[src/rtl/pc_unit.sv]
`default_nettype none
// ============================================================================
// Module   : pc_unit
// Purpose  : MIPS program counter with branch/jump resolution and one-slot
//            branch-delay handling; flags BLTZAL/BGEZAL and return to 0.
// Revision : 1.0 - initial release
// ============================================================================
module pc_unit (
    input  logic        clk,
    input  logic        reset,
    input  logic        state,
    input  logic        N,
    input  logic        Z,
    input  logic [31:0] instruction_word,
    input  logic [31:0] read_data_0,
    output logic        B_link,
    output logic [31:0] addr,
    output logic        finish
);

    localparam logic [31:0] C_RESET_ADDR = 32'hBFC0_0000;

    localparam logic [5:0] C_OP_SPECIAL = 6'd0;
    localparam logic [5:0] C_OP_REGIMM  = 6'd1;
    localparam logic [5:0] C_OP_J       = 6'd2;
    localparam logic [5:0] C_OP_JAL     = 6'd3;
    localparam logic [5:0] C_OP_BEQ     = 6'd4;
    localparam logic [5:0] C_OP_BNE     = 6'd5;
    localparam logic [5:0] C_OP_BLEZ    = 6'd6;
    localparam logic [5:0] C_OP_BGTZ    = 6'd7;

    localparam logic [4:0] C_RT_BLTZ    = 5'd0;
    localparam logic [4:0] C_RT_BGEZ    = 5'd1;
    localparam logic [4:0] C_RT_BLTZAL  = 5'd16;
    localparam logic [4:0] C_RT_BGEZAL  = 5'd17;

    localparam logic [5:0] C_FN_JR      = 6'd8;
    localparam logic [5:0] C_FN_JALR    = 6'd9;

    logic [31:0] r_addr;
    logic        r_pending;
    logic [31:0] r_target;

    logic [5:0]  w_opcode;
    logic [4:0]  w_rt;
    logic [5:0]  w_funct;
    logic [15:0] w_imm16;
    logic [25:0] w_index;
    logic [31:0] w_pc_plus4;
    logic [31:0] w_branch_target;
    logic [31:0] w_jump_target;
    logic        w_taken;
    logic        w_link_branch;
    logic [31:0] w_target;

    assign w_opcode = instruction_word[31:26];
    assign w_rt     = instruction_word[20:16];
    assign w_funct  = instruction_word[5:0];
    assign w_imm16  = instruction_word[15:0];
    assign w_index  = instruction_word[25:0];

    assign w_pc_plus4      = r_addr + 32'd4;
    assign w_branch_target = w_pc_plus4 + {{14{w_imm16[15]}}, w_imm16, 2'b00};
    assign w_jump_target   = {w_pc_plus4[31:28], w_index, 2'b00};

    always_comb begin
        w_taken       = 1'b0;
        w_link_branch = 1'b0;
        w_target      = w_branch_target;
        case (w_opcode)
            C_OP_REGIMM: begin
                case (w_rt)
                    C_RT_BLTZ:   w_taken = N;
                    C_RT_BGEZ:   w_taken = ~N;
                    C_RT_BLTZAL: begin
                        w_taken       = N;
                        w_link_branch = 1'b1;
                    end
                    C_RT_BGEZAL: begin
                        w_taken       = ~N;
                        w_link_branch = 1'b1;
                    end
                    default:     w_taken = 1'b0;
                endcase
            end
            C_OP_BEQ:  w_taken = Z;
            C_OP_BNE:  w_taken = ~Z;
            C_OP_BLEZ: w_taken = N | Z;
            C_OP_BGTZ: w_taken = ~N & ~Z;
            C_OP_J, C_OP_JAL: begin
                w_taken  = 1'b1;
                w_target = w_jump_target;
            end
            C_OP_SPECIAL: begin
                if ((w_funct == C_FN_JR) || (w_funct == C_FN_JALR)) begin
                    w_taken  = 1'b1;
                    w_target = read_data_0;
                end
            end
            default: w_taken = 1'b0;
        endcase
    end

    // A control transfer seen while a target is pending sits in the delay
    // slot and is discarded; the earlier latched target takes effect.
    always_ff @(posedge clk) begin
        if (reset) begin
            r_addr    <= C_RESET_ADDR;
            r_pending <= 1'b0;
            r_target  <= 32'd0;
        end else if (state) begin
            if (r_pending) begin
                r_addr    <= r_target;
                r_pending <= 1'b0;
            end else if (w_taken) begin
                r_addr    <= w_pc_plus4;
                r_target  <= w_target;
                r_pending <= 1'b1;
            end else begin
                r_addr    <= w_pc_plus4;
            end
        end
    end

    assign addr   = r_addr;
    assign finish = (r_addr == 32'd0);
    assign B_link = state & w_link_branch;

endmodule
`default_nettype wire

[config.mk]
export PLATFORM = sky130hd
export DESIGN_NAME = pc_unit
export DESIGN_NICKNAME = d
export VERILOG_FILES = /design/src/rtl/pc_unit.sv
export SDC_FILE = /design/constraint.sdc
export NUM_CORES = 1
export LEC_CHECK = 0
export CORE_ASPECT_RATIO = 2
export CORE_UTILIZATION = 35
export DETAILED_ROUTE_END_ITERATION = 6
export SLEW_MARGIN = 20
export SYNTH_ARGS = -nofsm -noshare
export SYNTH_HDL_FRONTEND = slang
export SYNTH_SLANG_ARGS = --single-unit
[constraint.sdc]
create_clock -name clk -period 4.2 [get_ports clk]
set_input_delay 0.84 -clock clk [delete_from_list [all_inputs] [get_ports clk]]
set_output_delay 0.84 -clock clk [all_outputs]
set_load 0.02 [all_outputs]
Word-level counts from Yosys, hierarchy flattened

Cells that the tools add are included.

Word-level logic and storage cells: 42
Bits of input ports: 69
Flip-flop bits (word level): 65
Output and inout port bits: 34

Bitwise logic cells: 6
Eq/ne operators: 12
$add $sub $neg: 2
Reduce and logical (&&, ||, !) cells: 9
Mux-type cells: 10

Operators by type and width:

| operator                                            | count |
|---|---|
| 2-to-1 mux 32 bit                                   | 2 |
| case mux 32 bit (2 select lines)                    | 1 |
| adder 32 x 3 -> 32 bit, second input constant       | 1 |
| adder 32 bit                                        | 1 |
| zero test 32 bit                                    | 1 |
| equality test 6 x 3 -> 1 bit, second input constant | 4 |
| equality test 6 x 2 -> 1 bit, second input constant | 2 |
| equality test 6 x 4 -> 1 bit, second input constant | 2 |
| equality test 5 bit, second input constant          | 2 |
| OR reduction 2 bit                                  | 4 |
| case mux 1 bit (7 select lines)                     | 1 |
| equality test 6 x 1 -> 1 bit, second input constant | 1 |
| zero test 6 bit                                     | 1 |
| equality test 5 x 1 -> 1 bit, second input constant | 1 |
| zero test 5 bit                                     | 1 |
| 2-to-1 mux 1 bit                                    | 5 |
| NOT 1 bit                                           | 3 |
| AND reduction 3 bit                                 | 1 |
| bitwise AND 1 bit                                   | 2 |
| case mux 1 bit (2 select lines)                     | 1 |
| logical OR 1 bit                                    | 1 |
| OR 1 bit                                            | 1 |

Logic depth before layout (Yosys ltp)

Word-level depth: 6
Mapped depth: 16

Worst setup path before layout

Ideal clock, no wire load.

Path type: register to register
Start: reg r_addr[5] (netlist: addr[5])
End: reg r_target[24]
Stages on the path, launching flop included: 16
Arrival time: 3689 ps
Setup time: 86 ps
Setup slack: 425 ps
Period minus slack after synthesis: 3775 ps
Buffers on the path: 2
Required time: 4114 ps
Cells stage by stage: dfxtp_1 clkbuf_1 and3_1 nand2_1 or4_1 xnor2_1 ha_1 clkbuf_1 a21o_1 a21o_1 a21o_1 nand3_1 o211ai_2 or4b_1 a31o_1 a211oi_1

Cells in the longest elaborated chain, start to end: 4

Ends and longest elaborated chain:

| item                               | RTL line | RTL |
|---|---|---|
| from (decl)                        | 40       | `logic [31:0] r_addr;` |
| from (signal assigned)             | 113      | `r_addr <= r_target;` |
| from (signal assigned)             | 116      | `r_addr <= w_pc_plus4;` |
| from (signal assigned)             | 120      | `r_addr <= w_pc_plus4;` |
| adder 32 x 3 -> 32 bit *           | 62       | `assign w_pc_plus4 = r_addr + 32'd4;` |
| adder 32 bit *                     | 63       | `assign w_branch_target = w_pc_plus4 + {{14{w_imm16[15]}}, w_imm16, 2'b00};` |
| 2-to-1 mux 32 bit                  | 95       | `if ((w_funct == C_FN_JR) \|\| (w_funct == C_FN_JALR)) begin` |
| case mux 32 bit (2 select lines) * | 70       | `case (w_opcode)` |
| to (signal assigned)               | 117      | `r_target <= w_target;` |
| to (decl)                          | 42       | `logic [31:0] r_target;` |

Mark *: on every way between the ends. The rest lies on a longest branch, timed or not.
A chain may end at the register's enable or synchronous reset.

Final worst setup path

Ends and elaborated chain as after synthesis.

==> results.json <==
{
  "reg2reg_to": "r_target[24]",
  "post-route-drc-count": 0,
  "gp_congestion": 0.931,
  "ys_types": 66,
  "postCtsResizedCells": 0,
  "syn_nets": 851,
  "grt-ovfl-total": 0,
  "startpoint": "addr[5]",
  "area_growth_pct": 29.3,
  "reg2reg_depth": 13,
  "cp.required_ps": 4460,
  "finalHoldViolCount": 0,
  "fin_ws_ps": 330,
  "start_kind": "flip-flop",
  "slowest_stage": "dfxtp_1",
  "dp_hpwl_um": 17600,
  "end_kind": "flip-flop",
  "slew_viol_final": 0,
  "vias_per_cell": 5.86,
  "post_cts_buffers": 0,
  "clockBufferDepth": 2,
  "r2r_slack_ps": 330,
  "clock_latency_ps": 350,
  "p_int_uw": 1290,
  "synth_seq_cells": 65,
  "crit_type": "flip-flop to flip-flop",
  "drt_iter0_drc": 291,
  "postSynthAreaPerCell_um2": 7.56,
  "netlist_area_um2": 5630,
  "drt_pre_antenna_iters": 5,
  "status": "complete, no violations",
  "track_usage_pct": 27.4,
  "io_pins": 103,
  "irDropWorstVdd_uv": 180,
  "synth_edf_count": 0,
  "cts_tree": "done",
  "leakagePower_uw": 0.00288,
  "cts_buffers": 9,
  "powerDensity_nw_per_um2": 255,
  "cp-endpoint": "r_target[24]",
  "setup_viol": 0,
  "nets": 949,
  "final_cell_mix": "101 x clkdlybuf4s50_1, 81 x nor2_1, 65 x dfxtp_1",
  "cts.sinks": 65,
  "relSlewSlack_pct": 38.5,
  "fillers": 1671,
  "portBuffers": 102,
  "postSynthCellCount": 745,
  "cts_hold_buf": 0,
  "ctsHtreeMaxLevel": 3,
  "yosysWarnings": 0,
  "tightest_slew_ps": 922,
  "finalNonFillerCells": 1049,
  "rsz0062_at_grt": "no",
  "dpl_worst_slack_ps": 345,
  "async_reset_ff_share_pct": 0,
  "cpPeakStageDelay_ps": 480,
  "grt_pass1_vias": 6212,
  "max_clock_freq_ghz": 0.258,
  "maxCapViolations": 0,
  "worstPathCellList": "and3_1 > and2_1 > and3_1 > xor2_1 > ha_1 > a21oi_1 > o21ai_0 > a41oi_1 > and2_1 > o211ai_2 > or4b_1 > a31o_1 > a211oi_1",
  "switching_share_pct": 30.5,
  "critPathArrivalTime_ps": 4130,
  "p_seq_share_pct": 35.0,
  "comb_power_share_pct": 22.4,
  "wl_um": 22200,
  "start_util_pct": 35.7,
  "fp.dieH_um": 181,
  "power_frac_clock_pct": 42.6,
  "dp.cells": 1033,
  "n_antenna_cell": 0,
  "fin_crit_sh_pct": 92.1,
  "drive_above_1_share_pct": 9.32,
  "vias": 6145,
  "rows": 65,
  "grt_max_degree": 52,
  "ant_nets": 0,
  "synth_ff_type": "dfxtp_1",
  "grt_pass1_wl_um": 34300,
  "dieArea_um2": 16600,
  "path_clk_slew_ps": 60,
  "wire_per_inst_um": 21.2,
  "synth_seq_area_share_pct": 23.1,
  "switching_power_uw": 567,
  "final_common_cell": "clkdlybuf4s50_1",
  "finalSetupTns_ps": 0,
  "min_period_ps": 3870,
  "hold_path.class": "flip-flop to flip-flop",
  "skew_ps": 9.68,
  "antenna_found_initial": 0,
  "reg2reg_from": "addr[5]",
  "dieWidth_um": 91.7,
  "core_um2": 15800,
  "critPathMaxFanout": 9,
  "root_buffer": "clkbuf_16"
}
registers in the layout, summed over array words and instances, names as in the netlist:
register and count:
addr 32, r_target 32, r_pending 1
how the worst min path moves through the flow:
stage / start / end / slack, ps / cells past startpoint
6_report: r_target[4] / r_target[4] / 500 / 2
5_1_grt: r_target[0] / addr[0] / 530 / 2
2_1_floorplan: r_target[0] / addr[0] / 460 / 2
3_3_place_gp: r_target[0] / addr[0] / 480 / 2
4_1_cts: r_target[1] / addr[1] / 500 / 2
3_5_place_dp: r_target[1] / addr[1] / 490 / 2
power by group through the flow:
stage	Clock (µW)	Sequential, µW	Combinational, µW
after floorplan	0	664	228
after global placement	0	664	413
after detailed placement	0	664	413
after CTS	797	650	416
after global routing	824	652	451
final	791	651	416
critical path: cells and delay by family, from the launching register on:
kind            cells  cell delay, ps
xor+xnor            1             350
fa+ha+maj           1             360
flops               1             480
compound gates      6            1260
simple gates        5            1340
synthesized netlist by cell type, types with 19 or more instances:
library cell / instances / area [µm²]
ha_1: 36 / 450
xnor2_1: 30 / 263
clkbuf_1: 43 / 161
a21o_1: 20 / 150
nand3_1: 25 / 125
nor2_1: 81 / 304
a211oi_1: 29 / 218
a21oi_1: 55 / 275
nand2_1: 64 / 240
dfxtp_1: 65 / 1300
o21ai_0: 38 / 190
a221oi_1: 19 / 166
nor3_1: 22 / 110
xor2_1: 20 / 175
through the flow:
step	instance area, µm²	utilization (%)	total power, µW	hold WS [ps]
after floorplan	5630	-	892	460
after global placement	6980	44.2	1080	484
after detailed placement	6980	44.2	1080	492
after CTS	7280	46.2	1860	500
after global routing	7280	46.2	1930	529
final	7280	46.2	1860	504
logic make-up (layout without fill, tap and decap cells):
kind of cell / after synthesis / in the layout / synth area share, %
AOI/OAI and AO/OA: 231 / 231 / 28.0
buffers and inverters: 69 / 172 / 5.00
adders and majority gates: 37 / 37 / 8.36
and+or+nand+nor: 278 / 278 / 25.0
xor gates and xnor gates: 50 / 50 / 7.78
muxes: 15 / 15 / 2.80
DFF: 65 / 65 / 23.1
metal layers:
| metal | routed length [µm] | part of all wire (%) | up-vias | GRT usage, % |
|---|---|---|---|---|
| met2 | 11700 | 53 | 205 | 50.9 |
| li1 | - | - | 2977 | - |
| met4 | 2450 | 11 | 0 | 26.4 |
| met1 | 7440 | 33 | 2879 | 24.9 |
| met5 | 0 | 0 | - | 0 |
| met3 | 632 | 2.8 | 84 | 3.22 |
area by class of cell:
| class | count | area, µm² | area share [%] |
|---|---|---|---|
| Multi-Input combinational cell | 611 | 4050 | 55.7 |
| Timing Repair Buffer | 143 | 1320 | 18.2 |
| Sequential cell | 65 | 1300 | 17.9 |
| Tap cell | 201 | 251 | 3.45 |
| Clock buffer | 9 | 225 | 3.09 |
| Clock inverter | 7 | 77.6 | 1.07 |
| Inverter | 13 | 48.8 | 0.670 |
Note: power is estimated with default switching activity, not from simulation.
